`src/rtl/counter_pkg.sv`:
```
// counter_pkg: shared definitions for the up/down modulo counter family.
//
// Contents:
//   COUNT_UP / COUNT_DOWN  - encodings of the up_down direction input
//   counter_op_e           - per-edge operation chosen by the priority decoder
//   clog2()                - ceiling log2, used to check MODULUS against WIDTH
//
// Configuration macro used by the counter files: UPDOWN_COUNTER_SATURATE_EN.
package counter_pkg;

  localparam logic COUNT_UP   = 1'b1;
  localparam logic COUNT_DOWN = 1'b0;

  // Operation applied at the next clock edge, decoded clear > load > step > hold.
  typedef enum logic [1:0] {
    OpHold  = 2'd0,
    OpStep  = 2'd1,
    OpLoad  = 2'd2,
    OpClear = 2'd3
  } counter_op_e;

  // Smallest n with 2**n >= value (clog2(1) = 0). Bounded loop so it stays a
  // legal constant function for elaboration-time checks.
  function automatic int unsigned clog2(input longint unsigned value);
    int unsigned result;
    result = 0;
    for (int i = 0; i < 64; i++) begin
      if ((64'd1 << i) < value) begin
        result = i + 1;
      end
    end
    return result;
  endfunction

endpackage

```
`src/rtl/updown_mod_next.sv`:
```
// updown_mod_next: combinational next-count and limit-detect logic for
// updown_mod_counter. Holds no state.
//
// Ports:
//   count        in   WIDTH  current registered count
//   up_down      in   1      1 = up, 0 = down
//   count_enable in   1      step requested this cycle (only gates carry/borrow)
//   step_count   out  WIDTH  value count takes if a step is applied
//   limit_hit    out  1      the step would wrap (or saturate) at a range limit
//   carry        out  1      count_enable & up & (count == MODULUS-1)
//   borrow       out  1      count_enable & down & (count == 0)
//
// Macro UPDOWN_COUNTER_SATURATE_EN: when defined, a step at a limit holds the
// limit value instead of wrapping to the opposite end.
module updown_mod_next #(
  parameter int unsigned WIDTH   = 4,
  parameter int unsigned MODULUS = 16
) (
  input  logic [WIDTH-1:0] count,
  input  logic             up_down,
  input  logic             count_enable,
  output logic [WIDTH-1:0] step_count,
  output logic             limit_hit,
  output logic             carry,
  output logic             borrow
);
  import counter_pkg::*;

  localparam logic [WIDTH-1:0] MAX_COUNT = WIDTH'(MODULUS - 1);
  localparam logic [WIDTH-1:0] ONE       = WIDTH'(1);

`ifdef UPDOWN_COUNTER_SATURATE_EN
  localparam logic [WIDTH-1:0] WRAP_UP   = MAX_COUNT;
  localparam logic [WIDTH-1:0] WRAP_DOWN = '0;
`else
  localparam logic [WIDTH-1:0] WRAP_UP   = '0;
  localparam logic [WIDTH-1:0] WRAP_DOWN = MAX_COUNT;
`endif

  logic at_max;
  logic at_zero;
  logic count_up;

  assign at_max   = (count == MAX_COUNT);
  assign at_zero  = (count == '0);
  assign count_up = (up_down == COUNT_UP);

  // Carry/borrow stay combinational so a cascaded stage steps on the same edge.
  assign carry  = count_enable &  count_up & at_max;
  assign borrow = count_enable & ~count_up & at_zero;

  // Limits are tested before the increment/decrement, so no intermediate value
  // ever leaves 0..MODULUS-1 and no wider adder is needed.
  always_comb begin
    step_count = count;
    limit_hit  = 1'b0;
    if (count_up) begin
      if (at_max) begin
        step_count = WRAP_UP;
        limit_hit  = 1'b1;
      end else begin
        step_count = count + ONE;
      end
    end else begin
      if (at_zero) begin
        step_count = WRAP_DOWN;
        limit_hit  = 1'b1;
      end else begin
        step_count = count - ONE;
      end
    end
  end

endmodule

```
`src/rtl/updown_mod_counter.sv`:
```
// updown_mod_counter: synchronous up/down, modulo-MODULUS, loadable counter
// with combinational carry/borrow for cascading and a sticky overflow flag.
//
// Parameters:
//   WIDTH        counter width (>= 1)
//   MODULUS      count range 0..MODULUS-1, legal 2..2**WIDTH
//   RESET_VALUE  value after reset or clear, < MODULUS
//
// Ports:
//   clock          in   1      rising-edge clock
//   reset          in   1      asynchronous active-high reset
//   count_enable   in   1      step the count this cycle
//   up_down        in   1      1 = up, 0 = down
//   clear          in   1      synchronous clear to RESET_VALUE (highest priority)
//   load           in   1      synchronous parallel load
//   load_value     in   WIDTH  value to load; >= MODULUS loads MODULUS-1 and flags
//   count          out  WIDTH  registered count
//   output_carry   out  1      combinational carry to the next (up) stage
//   output_borrow  out  1      combinational borrow to the next (down) stage
//   overflow       out  1      registered sticky flag, set on any limit hit
//   load_error     out  1      registered pulse after an out-of-range load
//
// Macro UPDOWN_COUNTER_SATURATE_EN: when defined, counting saturates at the
// range limits instead of wrapping; overflow and carry/borrow are unaffected.
module updown_mod_counter #(
  parameter int unsigned WIDTH       = 4,
  parameter int unsigned MODULUS     = 16,
  parameter int unsigned RESET_VALUE = 0
) (
  input  logic             clock,
  input  logic             reset,
  input  logic             count_enable,
  input  logic             up_down,
  input  logic             clear,
  input  logic             load,
  input  logic [WIDTH-1:0] load_value,
  output logic [WIDTH-1:0] count,
  output logic             output_carry,
  output logic             output_borrow,
  output logic             overflow,
  output logic             load_error
);
  import counter_pkg::*;

  // Parameter legality, rejected at elaboration.
  if (WIDTH < 1 || MODULUS < 2 || clog2(MODULUS) > WIDTH) begin : g_bad_modulus
    $error("updown_mod_counter: MODULUS must lie in 2..2**WIDTH");
  end
  if (RESET_VALUE >= MODULUS) begin : g_bad_reset_value
    $error("updown_mod_counter: RESET_VALUE must be below MODULUS");
  end

  localparam logic [WIDTH-1:0] MAX_COUNT   = WIDTH'(MODULUS - 1);
  localparam logic [WIDTH-1:0] RESET_COUNT = WIDTH'(RESET_VALUE);

  logic [WIDTH-1:0] count_q, count_d;
  logic             overflow_q, overflow_d;
  logic             load_error_q, load_error_d;

  logic [WIDTH-1:0] step_count;
  logic             limit_hit;
  logic             load_in_range;
  counter_op_e      op;

  updown_mod_next #(
    .WIDTH   (WIDTH),
    .MODULUS (MODULUS)
  ) u_next (
    .count        (count_q),
    .up_down      (up_down),
    .count_enable (count_enable),
    .step_count   (step_count),
    .limit_hit    (limit_hit),
    .carry        (output_carry),
    .borrow       (output_borrow)
  );

  // Compared against MODULUS-1 in WIDTH bits so MODULUS == 2**WIDTH needs no
  // extra bit.
  assign load_in_range = (load_value <= MAX_COUNT);

  always_comb begin
    op = OpHold;
    if (clear) begin
      op = OpClear;
    end else if (load) begin
      op = OpLoad;
    end else if (count_enable) begin
      op = OpStep;
    end
  end

  always_comb begin
    count_d      = count_q;
    overflow_d   = overflow_q;
    load_error_d = 1'b0;
    unique case (op)
      OpClear: begin
        count_d    = RESET_COUNT;
        overflow_d = 1'b0;
      end
      OpLoad: begin
        if (load_in_range) begin
          count_d = load_value;
        end else begin
          count_d      = MAX_COUNT;
          load_error_d = 1'b1;
        end
      end
      OpStep: begin
        count_d = step_count;
        if (limit_hit) begin
          overflow_d = 1'b1;
        end
      end
      default: begin
        count_d = count_q;
      end
    endcase
  end

  always_ff @(posedge clock or posedge reset) begin
    if (reset) begin
      count_q      <= RESET_COUNT;
      overflow_q   <= 1'b0;
      load_error_q <= 1'b0;
    end else begin
      count_q      <= count_d;
      overflow_q   <= overflow_d;
      load_error_q <= load_error_d;
    end
  end

  assign count      = count_q;
  assign overflow   = overflow_q;
  assign load_error = load_error_q;

endmodule

```
`config.mk`:
```
export PLATFORM = sky130hd
export DESIGN_NAME = updown_mod_counter
export DESIGN_NICKNAME = d
export VERILOG_FILES = /design/src/rtl/counter_pkg.sv /design/src/rtl/updown_mod_next.sv /design/src/rtl/updown_mod_counter.sv
export SDC_FILE = /design/constraint.sdc
export NUM_CORES = 1
export LEC_CHECK = 0
export ABC_AREA = 1
export ABC_CLOCK_PERIOD_IN_PS = 2700
export BUFFER_PORTS_ARGS = -buffer_cell sky130_fd_sc_hd__buf_2
export CAP_MARGIN = 20
export CORE_AREA = 3 3 40 42
export CTS_CLUSTER_DIAMETER = 60
export DETAILED_ROUTE_END_ITERATION = 8
export DIE_AREA = 0 0 43 45
export PLACE_DENSITY = 0.73
export SLEW_MARGIN = 15
export SYNTH_ARGS = -nofsm -noshare
export SYNTH_HDL_FRONTEND = slang
export SYNTH_SLANG_ARGS = --single-unit
```
`constraint.sdc`:
```
create_clock -name clock -period 2.7 [get_ports clock]
set_input_delay 0.135 -clock clock [delete_from_list [all_inputs] [get_ports clock]]
set_output_delay 0.135 -clock clock [all_outputs]
set_load 0.01 [all_outputs]
```
==> results.cfg, run 1 <==
[critical_path]
path_cells = inv_1 > ha_1 > nand3_1 > nor2_1 > buf_2
crit_fanout = 6
required_ps = 2570
crit_buf_inv = 2
cp-start-kind = register
crit_type = register to primary output
worstPathArrival_ps = 1440
slowest_delay_ps = 420
cp_top_family = flip-flops
endpoint_kind = primary output
crit_slowest_cell = dfrtp_1

[global_route]
grt_overflow = 0
grt_pass1_vias = 471
grt_pass1_wl_um = 1940
grt_max_degree = 11
grt_usage_pct = 13.7
antenna_found_initial = 0

[yosys]
synth-main-ff-cell = dfrtp_1
seq_area_frac_synth_pct = 24.8
yosys.area.top_type = dfrtp_1
synth.area.top_cells = dfrtp_1 (25%), ha_1 (15%), nand2_1 (14%), inv_1 (8.9%), nand3_1 (7.9%)
synth-simple-area-share_pct = 35.1
synth_top_family_by_area = simple AND/OR/NAND/NOR gates
ys_types = 20
synth_edf_count = 0
async_reset_ff_share_pct = 100
syn_area_per_cell_sq_um = 6.83
synthTopCellsByCount = nand2_1 (19), inv_1 (12), nand3_1 (8)
synth-adder-area-share_pct = 14.9
synthMuxAreaShare_pct = 0
synth_compound_area_share_pct = 9.65
synth_most_common_cell = nand2_1
syn_nets = 90
ys_warn_count = 0
synth_top_area_share_pct = 24.8
synth_xor_area_share_pct = 1.73
synth_area_sq_um = 505
synthCells = 74
ys_seq_elements = 5

[clocking]
cts_tree = yes
cts_resized = 0
clock_latency_ps = 240
numCtsBuffers = 3
cts_setup_buffers = 0
cts_num_sinks = 5
htreeDepth = 1
clk_pin_slew_worst_paths_ps = 40
root_buffer = clkbuf_4
clock_path_buffers = 2
cts_hold_buf = 1

[cells_and_area]
drive_gt1_share_pct = 23.7
final_nets = 110
syn_to_final_growth_pct = 22.5
seq_area_sq_um = 125
diodes = 0
fill_cells = 140
multi_input_area_sq_um = 314

[power_and_ir_drop]
switchingPower_mw = 0.0814
p_int_mw = 0.167
ir_drop_v = 0.000207
p_seq_share_pct = 36.2
pwr_density_cell_nw_per_um2 = 401
combPwrFrac_pct = 28.7
switching_share_pct = 32.8
p_leak_nw = 0.343
clkPwrFrac_pct = 35.1

[floorplan]
core_area_sq_um = 1280
fp-row-count = 13
dieHeight_um = 45
dieArea_sq_um = 1940
io_pins = 18
initial_core_util_pct = 39.3
die_w_um = 43

[sta]
finalSetupViolCount = 0
finalCritPeriodShare_pct = 58.4
finalMaxSlewViolations = 0
hold_viol = 0
min_period_ps = 1580
rsz0062_at_grt = false
setup_tns_ps = 0
hold_ws_ps = 190
fmax_mhz = 634
finClkSkew_ps = 0.554

[min_path]
holdCritPathClass = primary input to register

[placed_design]
place_congestion = 0.854
hpwl_um = 895
io_buffer_count = 16

[drt]
dr_total_vias = 519
drt-pass1-iter-count = 4
ant_nets = 0
drt_iter0_markers = 10
wl_per_cell_um = 10.1
wl_um = 1090
drc_errors = 0
routed_via_density = 4.81

[run]
maxCapViolCount = 0

[outcome]
status = complete, no violations
tightest hold or removal path, cell delays in order:
cell and delay, ps:
buf_2 80, nand2_1 40, nand2_1 50, nand2_1 40, nand2_1 50
flip-flops by register name (all words and copies together) (netlist names):
| signal | cells |
|---|---|
| count | 4 |
| overflow | 1 |
metal layers:
layer / part of all wire (%) / up-vias / wire length (um) / global-route usage, %
met3: 11 / 2 / 116 / 5.18
met4: 0.55 / 0 / 6 / 8.43
met2: 45 / 30 / 488 / 20.1
met1: 44 / 218 / 482 / 17.0
li1: - / 269 / - / -
met5: 0 / - / 0 / 0
area by class of cell:
| type | count | share of cell area (%) |
|---|---|---|
| clock buffer | 4 | 4.24 |
| sequential | 5 | 20.2 |
| inverter | 12 | 7.27 |
| multi-input combinational | 55 | 50.7 |
| tap | 15 | 3.03 |
| timing repair buffer | 17 | 14.5 |
power by group through the flow:
stage               Combinational, mW  Clock [mW]  Sequential, mW
finish                         0.0713      0.0873          0.0898
global route                   0.0818       0.101          0.0910
CTS                            0.0716      0.0904          0.0898
detailed placement             0.0701           0          0.0908
global placement               0.0696           0          0.0903
floorplan                      0.0504           0          0.0896
cell families (layout without fill, tap and decap cells):
group / after synthesis / in the layout
buffers and inverters: 14 / 33
AND/OR/NAND/NOR: 39 / 39
XOR/XNOR: 1 / 1
adder cells (fa/ha/maj): 6 / 6
flip-flops: 5 / 5
other: 1 / 1
AO/OA/AOI/OAI: 8 / 8
layout by cell type (no fill, tap or decap), types with 2 or more instances in the layout:
cell	netlist	routed
clkbuf_4	0	3
nor2_1	7	7
inv_1	12	12
a21oi_1	3	3
ha_1	6	6
dfrtp_1	5	5
nand4_1	2	2
nand2_1	19	19
nand3_1	8	8
buf_2	0	16
final timing paths:
path | from | endpoint | slack (ps) | depth (start not counted)
worst max register to register | count[0]$_DFFE_PP0P_ | count[2]$_DFFE_PP0P_ | 1240 | 7
worst max-delay path | count[0]$_DFFE_PP0P_ | output_borrow | 1120 | 5
worst min register to register | overflow$_DFFE_PP0P_ | overflow$_DFFE_PP0P_ | 560 | 2
worst min-delay path | load_value[3] | count[3]$_DFFE_PP0P_ | 190 | 5
max in group asynchronous | reset | count[2]$_DFFE_PP0P_ | 2200 | 3
min in group asynchronous | reset | count[3]$_DFFE_PP0P_ | 330 | 3
stage by stage:
stage / worst slack [ps] / utilization [%] / cells / power [mW] / instance area, sq um
6_report: 1120 / 48.2 / 108 / 0.248 / 619
5_1_grt: 982 / 48.2 / 108 / 0.274 / 619
4_1_cts: 1110 / 48.2 / 108 / 0.252 / 619
3_5_place_dp: 1260 / 45.4 / 103 / 0.161 / 583
3_3_place_gp: 1290 / 45.4 / 103 / 0.160 / 583
2_1_floorplan: 1300 / - / 74 / 0.140 / 505
No activity file was read; power rests on OpenSTA's default activity.
==> run 2: changes to the inputs <==
--- a/config.mk
+++ b/config.mk
@@ -5,8 +5,8 @@
 export SDC_FILE = /design/constraint.sdc
 export NUM_CORES = 1
 export LEC_CHECK = 0
-export ABC_AREA = 1
-export ABC_CLOCK_PERIOD_IN_PS = 2700
+export ABC_AREA = 0
+export ABC_CLOCK_PERIOD_IN_PS = 1420
 export BUFFER_PORTS_ARGS = -buffer_cell sky130_fd_sc_hd__buf_2
 export CAP_MARGIN = 20
 export CORE_AREA = 3 3 40 42
==> constraint.sdc (replaced) <==
create_clock -name clock -period 1.42 [get_ports clock]
set_input_delay 0.071 -clock clock [delete_from_list [all_inputs] [get_ports clock]]
set_output_delay 0.071 -clock clock [all_outputs]
set_load 0.01 [all_outputs]
==> run 2 against run 1 <==
The run now ends with negative setup slack left. Sequential power is 87% higher. Combinational power grew to 2.7 times the previous value. Register-to-register slack worse by 1300 ps. Area after synthesis is 4.5% lower. Final cell count is 6.5% lower. Clock power is 86% higher. First-iteration DRC count is 70% lower. Die area stayed put. Final area is 16% higher. Synthesized cell count is 27% lower. Critical endpoint unchanged.
==> results.cfg, run 2 <==
[drt]
routed_via_density = 4.97
dr_total_vias = 502
drt-pass1-iter-count = 4
drc_errors = 0
drt_iter0_markers = 3
wl_um = 1190
wl_per_cell_um = 11.8
ant_nets = 0

[yosys]
synthTopCellsByCount = inv_1 (8), ha_1 (6), dfrtp_1 (5)
synthCells = 54
async_reset_ff_share_pct = 100
ys_types = 27
synth.area.top_cells = dfrtp_1 (26%), ha_1 (16%), inv_1 (6.2%), nor4b_4 (4.9%), a21oi_1 (4.1%)
synth_edf_count = 0
syn_nets = 70
yosys.area.top_type = dfrtp_1
synth-main-ff-cell = dfrtp_1
synth_top_area_share_pct = 25.9
synth_most_common_cell = inv_1
syn_area_per_cell_sq_um = 8.94
synth_area_sq_um = 483
ys_warn_count = 0
seq_area_frac_synth_pct = 25.9
ys_seq_elements = 5

[placed_design]
preCtsSetupSlack_ps = -3.23
place_inst = 91
place_congestion = 0.819
dpl-instance-area_sq_um = 628
hpwl_um = 949
io_buffer_count = 16

[power_and_ir_drop]
pwr_density_cell_nw_per_um2 = 728
p_seq_share_pct = 32.2
switchingPower_mw = 0.157
switching_share_pct = 30.0
ir_drop_v = 0.000652
p_int_mw = 0.365
p_leak_nw = 0.395
combPwrFrac_pct = 36.7
totalPowerFinal_mw = 0.522
clkPwrFrac_pct = 31.1

[cells_and_area]
drive_gt1_share_pct = 46.5
layout_common_cells = buf_2 (16), buf_4 (12), inv_1 (6)
final_nets = 103
fill_cells = 127
finalNonFillerCells = 101
syn_to_final_growth_pct = 48.4
final_common_cell = buf_2
diodes = 0
fin_area_sq_um = 717
largest_register_ffs = 4

[critical_path]
rr_worst_depth = 7
worstPathArrival_ps = 1450
cp-startpoint = count[0]$_DFFE_PP0P_
required_ps = 1350
cp_top_family = flip-flops
crit_type = register to primary output
crit_fanout = 3
rr_startpoint = count[1]$_DFFE_PP0P_
cp-start-kind = register
cp-endpoint = output_borrow
path_cells = inv_2 > ha_4 > nor4b_4 > buf_4 > and2_1 > buf_2
rr_endpoint = count[3]$_DFFE_PP0P_
r2r_setup_slack_ps = -10
crit_slowest_cell = dfrtp_2
crit_buf_inv = 3
endpoint_kind = primary output
path_depth = 6
slowest_delay_ps = 420

[floorplan]
dieHeight_um = 45
fp-row-count = 13
initial_core_util_pct = 37.6
core_area_sq_um = 1280
die_w_um = 43
io_pins = 18
dieArea_sq_um = 1940

[global_route]
antenna_found_initial = 0
grt_pass1_wl_um = 1990
grt_use_met2_pct = 24.3
grt_pass1_vias = 492
grt_max_degree = 9
gr-usage-met1_pct = 14.9
grt_busiest_layer = met2
grt_overflow = 0
grt_use_met3_pct = 8.37
grt_usage_pct = 14.1

[sta]
hold_ws_ps = 165
finClkSkew_ps = 2.51
rsz0062_at_grt = true
min_period_ps = 1520
fmax_mhz = 658
hold_viol = 0
finalSetupViolCount = 3
fin_ws_ps = -99.5
finalCritPeriodShare_pct = 107
finalMaxSlewViolations = 0

[clocking]
clk_pin_slew_worst_paths_ps = 40
clock_path_buffers = 2
root_buffer = clkbuf_4
clock_latency_ps = 240
cts_tree = yes
cts_num_sinks = 5
numCtsBuffers = 3
htreeDepth = 1

[outcome]
status = complete, but fails checks
failed_checks = negative setup slack

[min_path]
holdCritPathClass = primary input to register

[run]
maxCapViolCount = 0
-- run 2: repair_timing --
action / in CTS / in global routing
pin swaps: 3 / 3
gates resized for setup: 4 / 1
setup endpoints to repair: 3 / 5
hold buffers: 1 / 0
gates cloned: 0 / 0
endpoints found under the hold margin: 5 / 0
setup buffers: 3 / 2
-- run 2: worst register-to-register path, delay by kind of cell (launching register included) --
| family | cells | cell delay (ps) |
|---|---|---|
| compound gates | 4 | 580 |
| fa+ha+maj | 1 | 150 |
| buf+inv | 2 | 190 |
| flops | 1 | 390 |
-- run 2: logic make-up after synthesis --
logic type | count (synthesis) | share of synthesized area, %
other | 1 | 0.776
xor gates and xnor gates | 2 | 3.63
adders and majority gates | 6 | 15.5
buffers and inverters | 9 | 7.77
and+or+nand+nor | 14 | 19.7
AOI/OAI and AO/OA | 16 | 24.6
DFF | 5 | 25.9
muxes | 1 | 2.07
-- run 2: worst min-delay path by stage --
stage,startpoint,slack (ps),endpoint,depth (start not counted)
after floorplan,reset,-150,count[1]$_DFFE_PP0P_,1
after global placement,reset,-30,overflow$_DFFE_PP0P_,2
after detailed placement,reset,-30,overflow$_DFFE_PP0P_,2
after CTS,load_value[0],160,count[0]$_DFFE_PP0P_,4
after global routing,load_value[0],180,count[0]$_DFFE_PP0P_,4
final,load_value[0],160,count[0]$_DFFE_PP0P_,4
-- run 2: area by class of cell --
cell class,instances,area (sq um),area share [%]
Sequential cell,5,126,17.6
Timing Repair Buffer,29,180,25.1
Tap cell,15,18.8,2.62
Inverter,8,30.0,4.19
Clock buffer,4,26.3,3.66
Multi-Input combinational cell,40,335,46.8
-- run 2: power groups by stage --
stage | Clock [mW] | Combinational, mW | Sequential (mW)
finish | 0.162 | 0.191 | 0.168
global route | 0.188 | 0.212 | 0.170
CTS | 0.171 | 0.182 | 0.168
detailed placement | 0 | 0.160 | 0.171
global placement | 0 | 0.158 | 0.170
floorplan | 0 | 0.0862 | 0.175
-- run 2: per-stage QoR --
step                setup TNS [ps]  util, %
floorplan                        0        -
global placement                 0     48.9
detailed placement           -3.23     48.9
CTS                           -221     54.4
global route                  -599     55.8
finish                        -175     55.8
-- run 2: metal layers --
metal	up-vias	share of wire, %
li1	255	-
met1	229	38
met2	18	53
met3	0	9.8
met4	0	0
met5	-	0
